**src/rtl/pipe_pkg.sv**
```systemverilog
// Shared types and constants for the pipeline hazard controller.
// Register-index width, the hard-wired $0 index, the HI/LO FSM states and a source-match helper.
package pipe_pkg;

    localparam int unsigned REG_W = 5;
    localparam logic [REG_W-1:0] REG_ZERO = '0;

    typedef enum logic {
        IDLE = 1'b0,
        BUSY = 1'b1
    } md_state_t;

    // True when the ID instruction reads register r; $0 never matches.
    function automatic logic src_hit(
        input logic             use_rs,
        input logic [REG_W-1:0] rs,
        input logic             use_rt,
        input logic [REG_W-1:0] rt,
        input logic [REG_W-1:0] r
    );
        return (r != REG_ZERO) && ((use_rs && (rs == r)) || (use_rt && (rt == r)));
    endfunction

endpackage

```
**src/rtl/pipe_hazard_ctrl_if.sv**
```systemverilog
// Pipeline-side signal bundle of the hazard controller.
// The master side drives the ID/EX/MEM fields; the slave side returns stall/flush and HI/LO status.
interface pipe_hazard_ctrl_if;

    logic [pipe_pkg::REG_W-1:0] rs_id;
    logic [pipe_pkg::REG_W-1:0] rt_id;
    logic                       use_rs_id;
    logic                       use_rt_id;
    logic                       branch_id;
    logic                       taken_id;
    logic                       hilo_use_id;
    logic [pipe_pkg::REG_W-1:0] wreg_ex;
    logic                       regwrite_ex;
    logic                       memread_ex;
    logic [pipe_pkg::REG_W-1:0] wreg_mem;
    logic                       memread_mem;
    logic                       md_start_ex;
    logic                       md_is_div;
    logic                       stall_pc;
    logic                       stall_if_id;
    logic                       flush_if_id;
    logic                       flush_id_ex;
    logic                       md_busy;
    logic                       md_done;

    modport master (
        output rs_id, rt_id, use_rs_id, use_rt_id, branch_id, taken_id, hilo_use_id,
               wreg_ex, regwrite_ex, memread_ex, wreg_mem, memread_mem,
               md_start_ex, md_is_div,
        input  stall_pc, stall_if_id, flush_if_id, flush_id_ex, md_busy, md_done
    );

    modport slave (
        input  rs_id, rt_id, use_rs_id, use_rt_id, branch_id, taken_id, hilo_use_id,
               wreg_ex, regwrite_ex, memread_ex, wreg_mem, memread_mem,
               md_start_ex, md_is_div,
        output stall_pc, stall_if_id, flush_if_id, flush_id_ex, md_busy, md_done
    );

endinterface

```
**src/rtl/md_seq.sv**
```systemverilog
// Multiply/divide occupancy sequencer: IDLE/BUSY FSM with a latency down-counter.
// busy covers the full unit latency after the start edge; done marks the last busy cycle.
module md_seq
    import pipe_pkg::*;
#(
    parameter int unsigned MULT_CYCLES = 4,
    parameter int unsigned DIV_CYCLES  = 32,
    parameter int unsigned CNT_W       = 6
) (
    input  logic clk,
    input  logic rst,
    input  logic start,
    input  logic is_div,
    output logic busy,
    output logic done
);

    localparam logic [CNT_W-1:0] MULT_LOAD = CNT_W'(MULT_CYCLES - 1);
    localparam logic [CNT_W-1:0] DIV_LOAD  = CNT_W'(DIV_CYCLES - 1);
    localparam logic [CNT_W-1:0] CNT_ONE   = CNT_W'(1);

    md_state_t        state;
    logic [CNT_W-1:0] cnt;

    // done is registered one cycle ahead: it rises as the counter steps onto zero.
    always_ff @(posedge clk or negedge rst) begin
        if (!rst) begin
            state <= IDLE;
            cnt   <= '0;
            busy  <= 1'b0;
            done  <= 1'b0;
        end else begin
            case (state)
                IDLE: begin
                    done <= 1'b0;
                    if (start) begin
                        state <= BUSY;
                        busy  <= 1'b1;
                        cnt   <= is_div ? DIV_LOAD : MULT_LOAD;
                    end
                end
                BUSY: begin
                    if (cnt == '0) begin
                        state <= IDLE;
                        busy  <= 1'b0;
                        done  <= 1'b0;
                    end else begin
                        cnt  <= cnt - CNT_ONE;
                        done <= (cnt == CNT_ONE);
                    end
                end
            endcase
        end
    end

    // A second start while the unit is occupied is dropped; flag it in simulation.
    always_ff @(posedge clk) begin
        if (rst && (state == BUSY)) begin
            assert (!start) else $warning("md_seq: md_start_ex ignored while unit busy");
        end
    end

endmodule

```
**src/rtl/pipe_hazard_ctrl.sv**
```systemverilog
// Central stall/flush controller for the 5-stage pipeline.
// Combines load-use, branch-operand and HI/LO hazards into one hold and squashes wrong-path fetches.
module pipe_hazard_ctrl
    import pipe_pkg::*;
#(
    parameter int unsigned MULT_CYCLES = 4,
    parameter int unsigned DIV_CYCLES  = 32,
    parameter int unsigned CNT_W       = 6
) (
    input  logic               clk,
    input  logic               rst,
    pipe_hazard_ctrl_if.slave  bus
);

    logic load_use;
    logic br_ex;
    logic br_mem;
    logic hilo_wait;
    logic hold;
    logic hit_ex;
    logic hit_mem;

    md_seq #(
        .MULT_CYCLES (MULT_CYCLES),
        .DIV_CYCLES  (DIV_CYCLES),
        .CNT_W       (CNT_W)
    ) u_md_seq (
        .clk    (clk),
        .rst    (rst),
        .start  (bus.md_start_ex),
        .is_div (bus.md_is_div),
        .busy   (bus.md_busy),
        .done   (bus.md_done)
    );

    assign hit_ex  = src_hit(bus.use_rs_id, bus.rs_id, bus.use_rt_id, bus.rt_id, bus.wreg_ex);
    assign hit_mem = src_hit(bus.use_rs_id, bus.rs_id, bus.use_rt_id, bus.rt_id, bus.wreg_mem);

    // The start cycle counts as busy so an MFLO right behind a MULT already waits.
    assign load_use  = bus.memread_ex && hit_ex;
    assign br_ex     = bus.branch_id && bus.regwrite_ex && hit_ex;
    assign br_mem    = bus.branch_id && bus.memread_mem && hit_mem;
    assign hilo_wait = bus.hilo_use_id && (bus.md_busy || bus.md_start_ex);
    assign hold      = rst && (load_use || br_ex || br_mem || hilo_wait);

    assign bus.stall_pc    = hold;
    assign bus.stall_if_id = hold;
    assign bus.flush_id_ex = hold;
    assign bus.flush_if_id = rst && bus.taken_id && !hold;

endmodule

```
**src/flat_wrapper.sv**
```systemverilog
// flat-port wrapper written by rule: the top's interface ports become plain ports
module pipe_hazard_ctrl_flat import pipe_pkg::*;
#(
    parameter int unsigned MULT_CYCLES = 4,
    parameter int unsigned DIV_CYCLES  = 32,
    parameter int unsigned CNT_W       = 6
)
  (clk, rst, bus_rs_id, bus_rt_id, bus_use_rs_id, bus_use_rt_id, bus_branch_id, bus_taken_id, bus_hilo_use_id, bus_wreg_ex, bus_regwrite_ex, bus_memread_ex, bus_wreg_mem, bus_memread_mem, bus_md_start_ex, bus_md_is_div, bus_stall_pc, bus_stall_if_id, bus_flush_if_id, bus_flush_id_ex, bus_md_busy, bus_md_done);
  pipe_hazard_ctrl_if bus_i ();
  input  logic clk;
  input  logic rst;
  input wire logic [$bits(bus_i.rs_id)-1:0] bus_rs_id;
  input wire logic [$bits(bus_i.rt_id)-1:0] bus_rt_id;
  input wire logic [$bits(bus_i.use_rs_id)-1:0] bus_use_rs_id;
  input wire logic [$bits(bus_i.use_rt_id)-1:0] bus_use_rt_id;
  input wire logic [$bits(bus_i.branch_id)-1:0] bus_branch_id;
  input wire logic [$bits(bus_i.taken_id)-1:0] bus_taken_id;
  input wire logic [$bits(bus_i.hilo_use_id)-1:0] bus_hilo_use_id;
  input wire logic [$bits(bus_i.wreg_ex)-1:0] bus_wreg_ex;
  input wire logic [$bits(bus_i.regwrite_ex)-1:0] bus_regwrite_ex;
  input wire logic [$bits(bus_i.memread_ex)-1:0] bus_memread_ex;
  input wire logic [$bits(bus_i.wreg_mem)-1:0] bus_wreg_mem;
  input wire logic [$bits(bus_i.memread_mem)-1:0] bus_memread_mem;
  input wire logic [$bits(bus_i.md_start_ex)-1:0] bus_md_start_ex;
  input wire logic [$bits(bus_i.md_is_div)-1:0] bus_md_is_div;
  output wire logic [$bits(bus_i.stall_pc)-1:0] bus_stall_pc;
  output wire logic [$bits(bus_i.stall_if_id)-1:0] bus_stall_if_id;
  output wire logic [$bits(bus_i.flush_if_id)-1:0] bus_flush_if_id;
  output wire logic [$bits(bus_i.flush_id_ex)-1:0] bus_flush_id_ex;
  output wire logic [$bits(bus_i.md_busy)-1:0] bus_md_busy;
  output wire logic [$bits(bus_i.md_done)-1:0] bus_md_done;
  assign bus_i.rs_id = bus_rs_id;
  assign bus_i.rt_id = bus_rt_id;
  assign bus_i.use_rs_id = bus_use_rs_id;
  assign bus_i.use_rt_id = bus_use_rt_id;
  assign bus_i.branch_id = bus_branch_id;
  assign bus_i.taken_id = bus_taken_id;
  assign bus_i.hilo_use_id = bus_hilo_use_id;
  assign bus_i.wreg_ex = bus_wreg_ex;
  assign bus_i.regwrite_ex = bus_regwrite_ex;
  assign bus_i.memread_ex = bus_memread_ex;
  assign bus_i.wreg_mem = bus_wreg_mem;
  assign bus_i.memread_mem = bus_memread_mem;
  assign bus_i.md_start_ex = bus_md_start_ex;
  assign bus_i.md_is_div = bus_md_is_div;
  assign bus_stall_pc = bus_i.stall_pc;
  assign bus_stall_if_id = bus_i.stall_if_id;
  assign bus_flush_if_id = bus_i.flush_if_id;
  assign bus_flush_id_ex = bus_i.flush_id_ex;
  assign bus_md_busy = bus_i.md_busy;
  assign bus_md_done = bus_i.md_done;
  pipe_hazard_ctrl #(.MULT_CYCLES(MULT_CYCLES), .DIV_CYCLES(DIV_CYCLES), .CNT_W(CNT_W)) u_core (.clk(clk), .rst(rst), .bus(bus_i));
endmodule
```
**config.mk**
```make
export PLATFORM = sky130hd
export DESIGN_NAME = pipe_hazard_ctrl_flat
export DESIGN_NICKNAME = d
export VERILOG_FILES = /design/src/rtl/pipe_pkg.sv /design/src/rtl/pipe_hazard_ctrl_if.sv /design/src/rtl/md_seq.sv /design/src/rtl/pipe_hazard_ctrl.sv /design/src/flat_wrapper.sv
export SDC_FILE = /design/constraint.sdc
export NUM_CORES = 1
export LEC_CHECK = 0
export ABC_AREA = 1
export BUFFER_PORTS_ARGS = -buffer_cell sky130_fd_sc_hd__clkbuf_2
export CORE_UTILIZATION = 23
export DETAILED_ROUTE_END_ITERATION = 12
export PLACE_DENSITY = 0.5
export RECOVER_POWER = 50
export SLEW_MARGIN = 5
export SYNTH_ARGS = -nofsm -noshare
export SYNTH_HDL_FRONTEND = slang
export SYNTH_SLANG_ARGS = --single-unit
```
**constraint.sdc**
```tcl
create_clock -name clk -period 1.45 [get_ports clk]
set_input_delay 0.2175 -clock clk [delete_from_list [all_inputs] [get_ports clk]]
set_output_delay 0.2175 -clock clk [all_outputs]
set_load 0.05 [all_outputs]
```
=== Yosys cells after proc, flatten, opt, wreduce, memory -nomap -nowiden ===
Cells that the tools add are included.

* Output and inout port bits: 6
* Latch bits: 0
* Word-level logic and storage cells: 53
* Input bits: 32
* Memory bits (read-only): 0
* Memories: 0
* Bits in registers: 9
* Memory bits (writable): 0

* Multiply operators: 0
* Reduce and logical (&&, ||, !) cells: 27
* Bitwise operators: 1
* Add/sub/neg operators: 1
* Mux-type cells: 12
* Div/mod/pow operators: 0
* Shifts and indexed selects: 0
* Equality and inequality tests: 8
* Magnitude comparators: 0

{| class="wikitable"
|+ Operators by type and width
! operator !! number
|-
| $eq 5x5->1 || 4
|-
| $logic_and 1x1->1 || 15
|-
| $mux 6 || 2
|-
| $pmux 6 s2 || 1
|-
| $reduce_bool 5->1 || 2
|-
| $eq 6x1->1 const B || 1
|-
| $logic_not 6->1 || 1
|-
| $logic_or 1x1->1 || 6
|-
| $pmux 1 s2 || 3
|-
| $sub 6x1->6 const B || 1
|-
| $mux 1 || 5
|-
| $mux 5 || 1
|-
| $ne 2x2->1 const B || 2
|-
| $reduce_and 2->1 || 2
|-
| $ne 2x1->1 const B || 1
|-
| $logic_not 1->1 || 1
|-
| $not 1->1 || 1
|}

=== Longest topological paths before layout ===
* Depth after elaboration: 11
* Mapped depth: 11
* Gate-level depth less buffers: 10

=== Cells and area by module ===
Synthesis repeated with hierarchy kept, for this count alone.

* Cells, all modules: 178
* Area, all modules: 989.7 µm²

{| class="wikitable"
|+ By module, submodules not included
! module !! cells each !! area an instance (µm²) !! sequential area each (µm²) !! times used
|-
| md_seq || 62 || 511.7 || 225.2 || 1
|-
| pipe_hazard_ctrl || 116 || 478.0 || 0.0 || 1
|}

=== Worst setup path before layout ===
No wires, ideal clock.

* Path type: register -> output
* Start: register u_core.u_md_seq.busy
* End: output bus_flush_if_id
* Data arrival time: 1530 ps
* Path buffers: 0
* Required time: 1233 ps
* Cell stages (with the launch flop): 4
* Setup slack: -298 ps
* Path through: dfrtp_1 > o21ai_0 > nand3_1 > nor2_1

* Cells in the longest elaborated chain, start to end: 6

{| class="wikitable"
|+ Ends and longest elaborated chain
! element !! RTL line !! source
|-
| start, declared || md_seq.sv:14 || <nowiki>output logic busy,</nowiki>
|-
| start signal, assigned || md_seq.sv:30 || <nowiki>busy <= 1'b0;</nowiki>
|-
| start signal, assigned || md_seq.sv:38 || <nowiki>busy <= 1'b1;</nowiki>
|-
| start signal, assigned || md_seq.sv:45 || <nowiki>busy <= 1'b0;</nowiki>
|-
| $logic_or 1x1->1 || pipe_hazard_ctrl.sv:43 || <nowiki>assign hilo_wait = bus.hilo_use_id && (bus.md_busy || bus.md_start_ex);</nowiki>
|-
| $logic_and 1x1->1 || pipe_hazard_ctrl.sv:43 ||
|-
| $logic_or 1x1->1 || pipe_hazard_ctrl.sv:44 || <nowiki>assign hold = rst && (load_use || br_ex || br_mem || hilo_wait);</nowiki>
|-
| $logic_and 1x1->1 || pipe_hazard_ctrl.sv:44 ||
|-
| $logic_not 1->1 || pipe_hazard_ctrl.sv:49 || <nowiki>assign bus.flush_if_id = rst && bus.taken_id && !hold;</nowiki>
|-
| $logic_and 1x1->1 || pipe_hazard_ctrl.sv:49 ||
|-
| end, declared || flat_wrapper.sv:28 || <nowiki>output wire logic [$bits(bus_i.flush_if_id)-1:0] bus_flush_if_id;</nowiki>
|}

Every way passes these cells.

=== Worst setup path after layout ===
* Start: register u_core.u_md_seq.busy
* End: output bus_stall_if_id

* Cells in the longest elaborated chain, start to end: 4

{| class="wikitable"
|+ Ends and longest elaborated chain
! element !! RTL line !! source
|-
| $logic_or 1x1->1 || pipe_hazard_ctrl.sv:43 ||
|-
| $logic_and 1x1->1 || pipe_hazard_ctrl.sv:43 ||
|-
| $logic_or 1x1->1 || pipe_hazard_ctrl.sv:44 ||
|-
| $logic_and 1x1->1 || pipe_hazard_ctrl.sv:44 ||
|-
| end, declared || flat_wrapper.sv:27 || <nowiki>output wire logic [$bits(bus_i.stall_if_id)-1:0] bus_stall_if_id;</nowiki>
|}

Every way passes these cells.

==> results by group <==
Logic synthesis
  – Seq/Total Area, Yosys: 23.7%
  – Synth cell types: 23
  – Synthesized cell area: 948 µm²
  – Syn_area_per_cell: 5.65 µm²
  – Synth warnings: 0
  – Post-synth net total: 203
  – #FFs+latches synth: 9
  – Syn Inst Count: 168

Floorplanning
  – Die Span X: 66.2 µm
  – Starting density of the core: 25.0%
  – DIE AREA: 0.00438 mm²
  – Die H: 66.2 µm
  – # IOs: 38
  – Cell Rows: 22
  – Core area: 0.00380 mm²

Critical path
  – Critical path launch point type: register
  – R2R Setup Slk: 100 ps
  – WS Path Type: register to output pin
  – CP required: 1230 ps
  – Critical Path Fanout Max: 3
  – Slowest cell on crit path: dfrtp_2
  – Reg2Reg Launch Point: u_core.u_md_seq.cnt[0]$_DFFE_PN0P_
  – Worst Path Arrival: 1200 ps
  – Max stage delay on crit path: 400 ps
  – Worst reg2reg path depth: 7
  – Setup crit end kind: output pin
  – Crit Reg-Reg Endpoint: u_core.u_md_seq.cnt[5]$_DFFE_PN0P_
  – CP cell instances: o21ai_2 -> nand3_2 -> nand2_2 -> inv_4 -> clkbuf_16

Finish
  – Nets: 253
  – Commonest non-fill, non-tap cell in the layout: nand2_1
  – Final core occ: 41.4%
  – Filler cells: 426
  – Most frequent cells in the layout: nand2_1, nor2_1, clkbuf_2
  – Area of the multi-input gates: 673 µm²
  – Layout area overhead: 66.0%
  – Antenna Cells: 0
  – Register area: 226 µm²
  – Share of post-route cells with drive strength above 1: 45.2%

Detailed routing
  – DRT antenna net count: 0
  – WL/cell: 10.2 µm
  – Drt total wl: 2700 µm
  – Vias post-DR: 1131
  – Average via count per standard cell: 4.27
  – DR iter-0 viols: 32
  – DRC violations left: 0
  – 1st-pass router iterations: 4

Timing
  – RSZ-0062 raised after global routing: true
  – Max Slew Vio Count: 0
  – Fmax: 704 MHz
  – Slew headroom: 66.8%
  – Tcrit/Tclk final: 98.0%
  – Final setup fails: 0
  – Worst-Margin Slew: 498 ps
  – Setup Skew: 5.34 ps
  – Fin. Hold Viols: 0
  – Post-route minimum period: 1420 ps

Power
  – Tot Pwr: 1.78 mW
  – Lkg Pwr: 0.859 nW
  – Maximum VDD drop: 0.000857 V
  – Pwr per Cell Area: 1130 mW/mm²

Placed design
  – I/O Buffers: 37
  – DP HPWL: 2240 µm
  – Routability cong.: 0.823

Clock network
  – CTS H-tree lvls: 1
  – Root Buffer Master: clkbuf_8
  – Clock tree sinks: 9
  – Clock Latency Late Sink: 230 ps
  – CTS tree: built
  – Num CTS Buffers: 3
  – Clock Pin Slew Worst Setup and Hold Paths: 50 ps
  – Clock Tree Buf Depth: 2

Global route
  – Vias in the first global route: 1104
  – GRT overflow: 0
  – Initial antenna violation count: 0
  – Tot GR Track Use: 13.7%
  – First-pass GRT wire length: 4620 µm
  – Largest net degree at the start of global routing: 10

Job
  – Max-cap violations: 0

Worst hold path
  – Worst Hold Path EP: u_core.u_md_seq.cnt[4]$_DFFE_PN0P_
  – Hold Path Depth: 3
  – Min-delay src: bus_md_is_div
  – Worst hold path type: primary input to register

Run status
  – Run status: completed
## logic make-up after synthesis
logic type | Yosys count | share of synthesized area [%]
buffers and inverters | 32 | 13.5
and+or+nand+nor | 108 | 49.1
AOI/OAI and AO/OA | 16 | 9.76
adders and majority gates | 3 | 3.96
DFF | 9 | 23.7
## sequential cells by signal (all words and copies together), names as in the netlist
| register | count |
|---|---|
| u_core.u_md_seq.state | 1 |
| u_core.u_md_seq.cnt | 6 |
| u_core.u_md_seq.busy | 1 |
| u_core.u_md_seq.done | 1 |
## synth_stat cells, drive strengths merged
master	count	area, µm²
o211ai	1	7.51
nor2	27	109
nand2	67	269
o21ai	8	40.0
nor3	2	15.0
and3	1	11.3
dfrtp	9	225
a31oi	3	18.8
buf	2	15.0
nand3	10	55.1
o31ai	1	7.51
o22a	1	8.76
inv	30	113
nand4	1	6.26
a21oi	2	10.0
ha	3	37.5
## worst max path at each step
stage / startpoint / end / slack [ps] / cells after the start
floorplan: u_core.u_md_seq.busy$_DFFE_PN0P_ / bus_stall_if_id / -170 / 5
global placement: bus_wreg_ex[4] / bus_stall_if_id / -130 / 12
detailed placement: bus_wreg_ex[4] / bus_flush_id_ex / -130 / 12
CTS: bus_wreg_ex[3] / bus_flush_id_ex / 2 / 10
global route: bus_rt_id[1] / bus_stall_pc / -70 / 12
finish: u_core.u_md_seq.busy$_DFFE_PN0P_ / bus_stall_if_id / 30 / 5
## worst max-delay path: cells and delay by family (launching register included)
family	cells	cell delay, ps
DFF	1	400
buffers and inverters	2	210
and+or+nand+nor	2	190
AOI/OAI and AO/OA	1	160
## cell type report
cell class | instances | area share [%]
tap | 48 | 3.82
inverter | 30 | 8.27
multi-input combinational | 127 | 42.8
timing repair buffer | 47 | 27.9
sequential | 9 | 14.4
clock buffer | 4 | 2.86
## report_power, final
part | internal (mW) | total [mW] | leakage [nW] | switching (mW)
Sequential | 0.372 | 0.493 | 0.105 | 0.121
Combinational | 0.442 | 1.01 | 0.732 | 0.565
Clock | 0.191 | 0.283 | 0.0228 | 0.0918
## through the flow
| stage | instance area, µm² | worst slack [ps] | instances | setup TNS, ps | hold WS, ps |
|---|---|---|---|---|---|
| 6_report | 1570 | 29.3 | 265 | 0 | 293 |
| 5_1_grt | 1570 | -71.3 | 265 | -257 | 326 |
| 4_1_cts | 1440 | 1.79 | 265 | 0 | 282 |
| 3_5_place_dp | 1260 | -126 | 259 | -391 | 189 |
| 3_3_place_gp | 1260 | -127 | 259 | -397 | 192 |
| 2_1_floorplan | 952 | -171 | 168 | -341 | -78.1 |
## per-layer routing
metal	global-route usage, %	share of wire, %	vias to the layer above
met5	0	0	-
met4	1.60	0	0
met3	3.45	3.2	0
met2	24.5	50	18
met1	16.9	47	497
li1	-	-	616
## repair_timing
action / CTS / global route
pin swaps: 9 / 29
hold endpoints to repair: 9 / 0
resized for setup: 27 / 64
hold buffers: 1 / 0
setup endpoints to repair: 4 / 5
setup buffers: 1 / 0
Power figures use the tool's default switching activity.
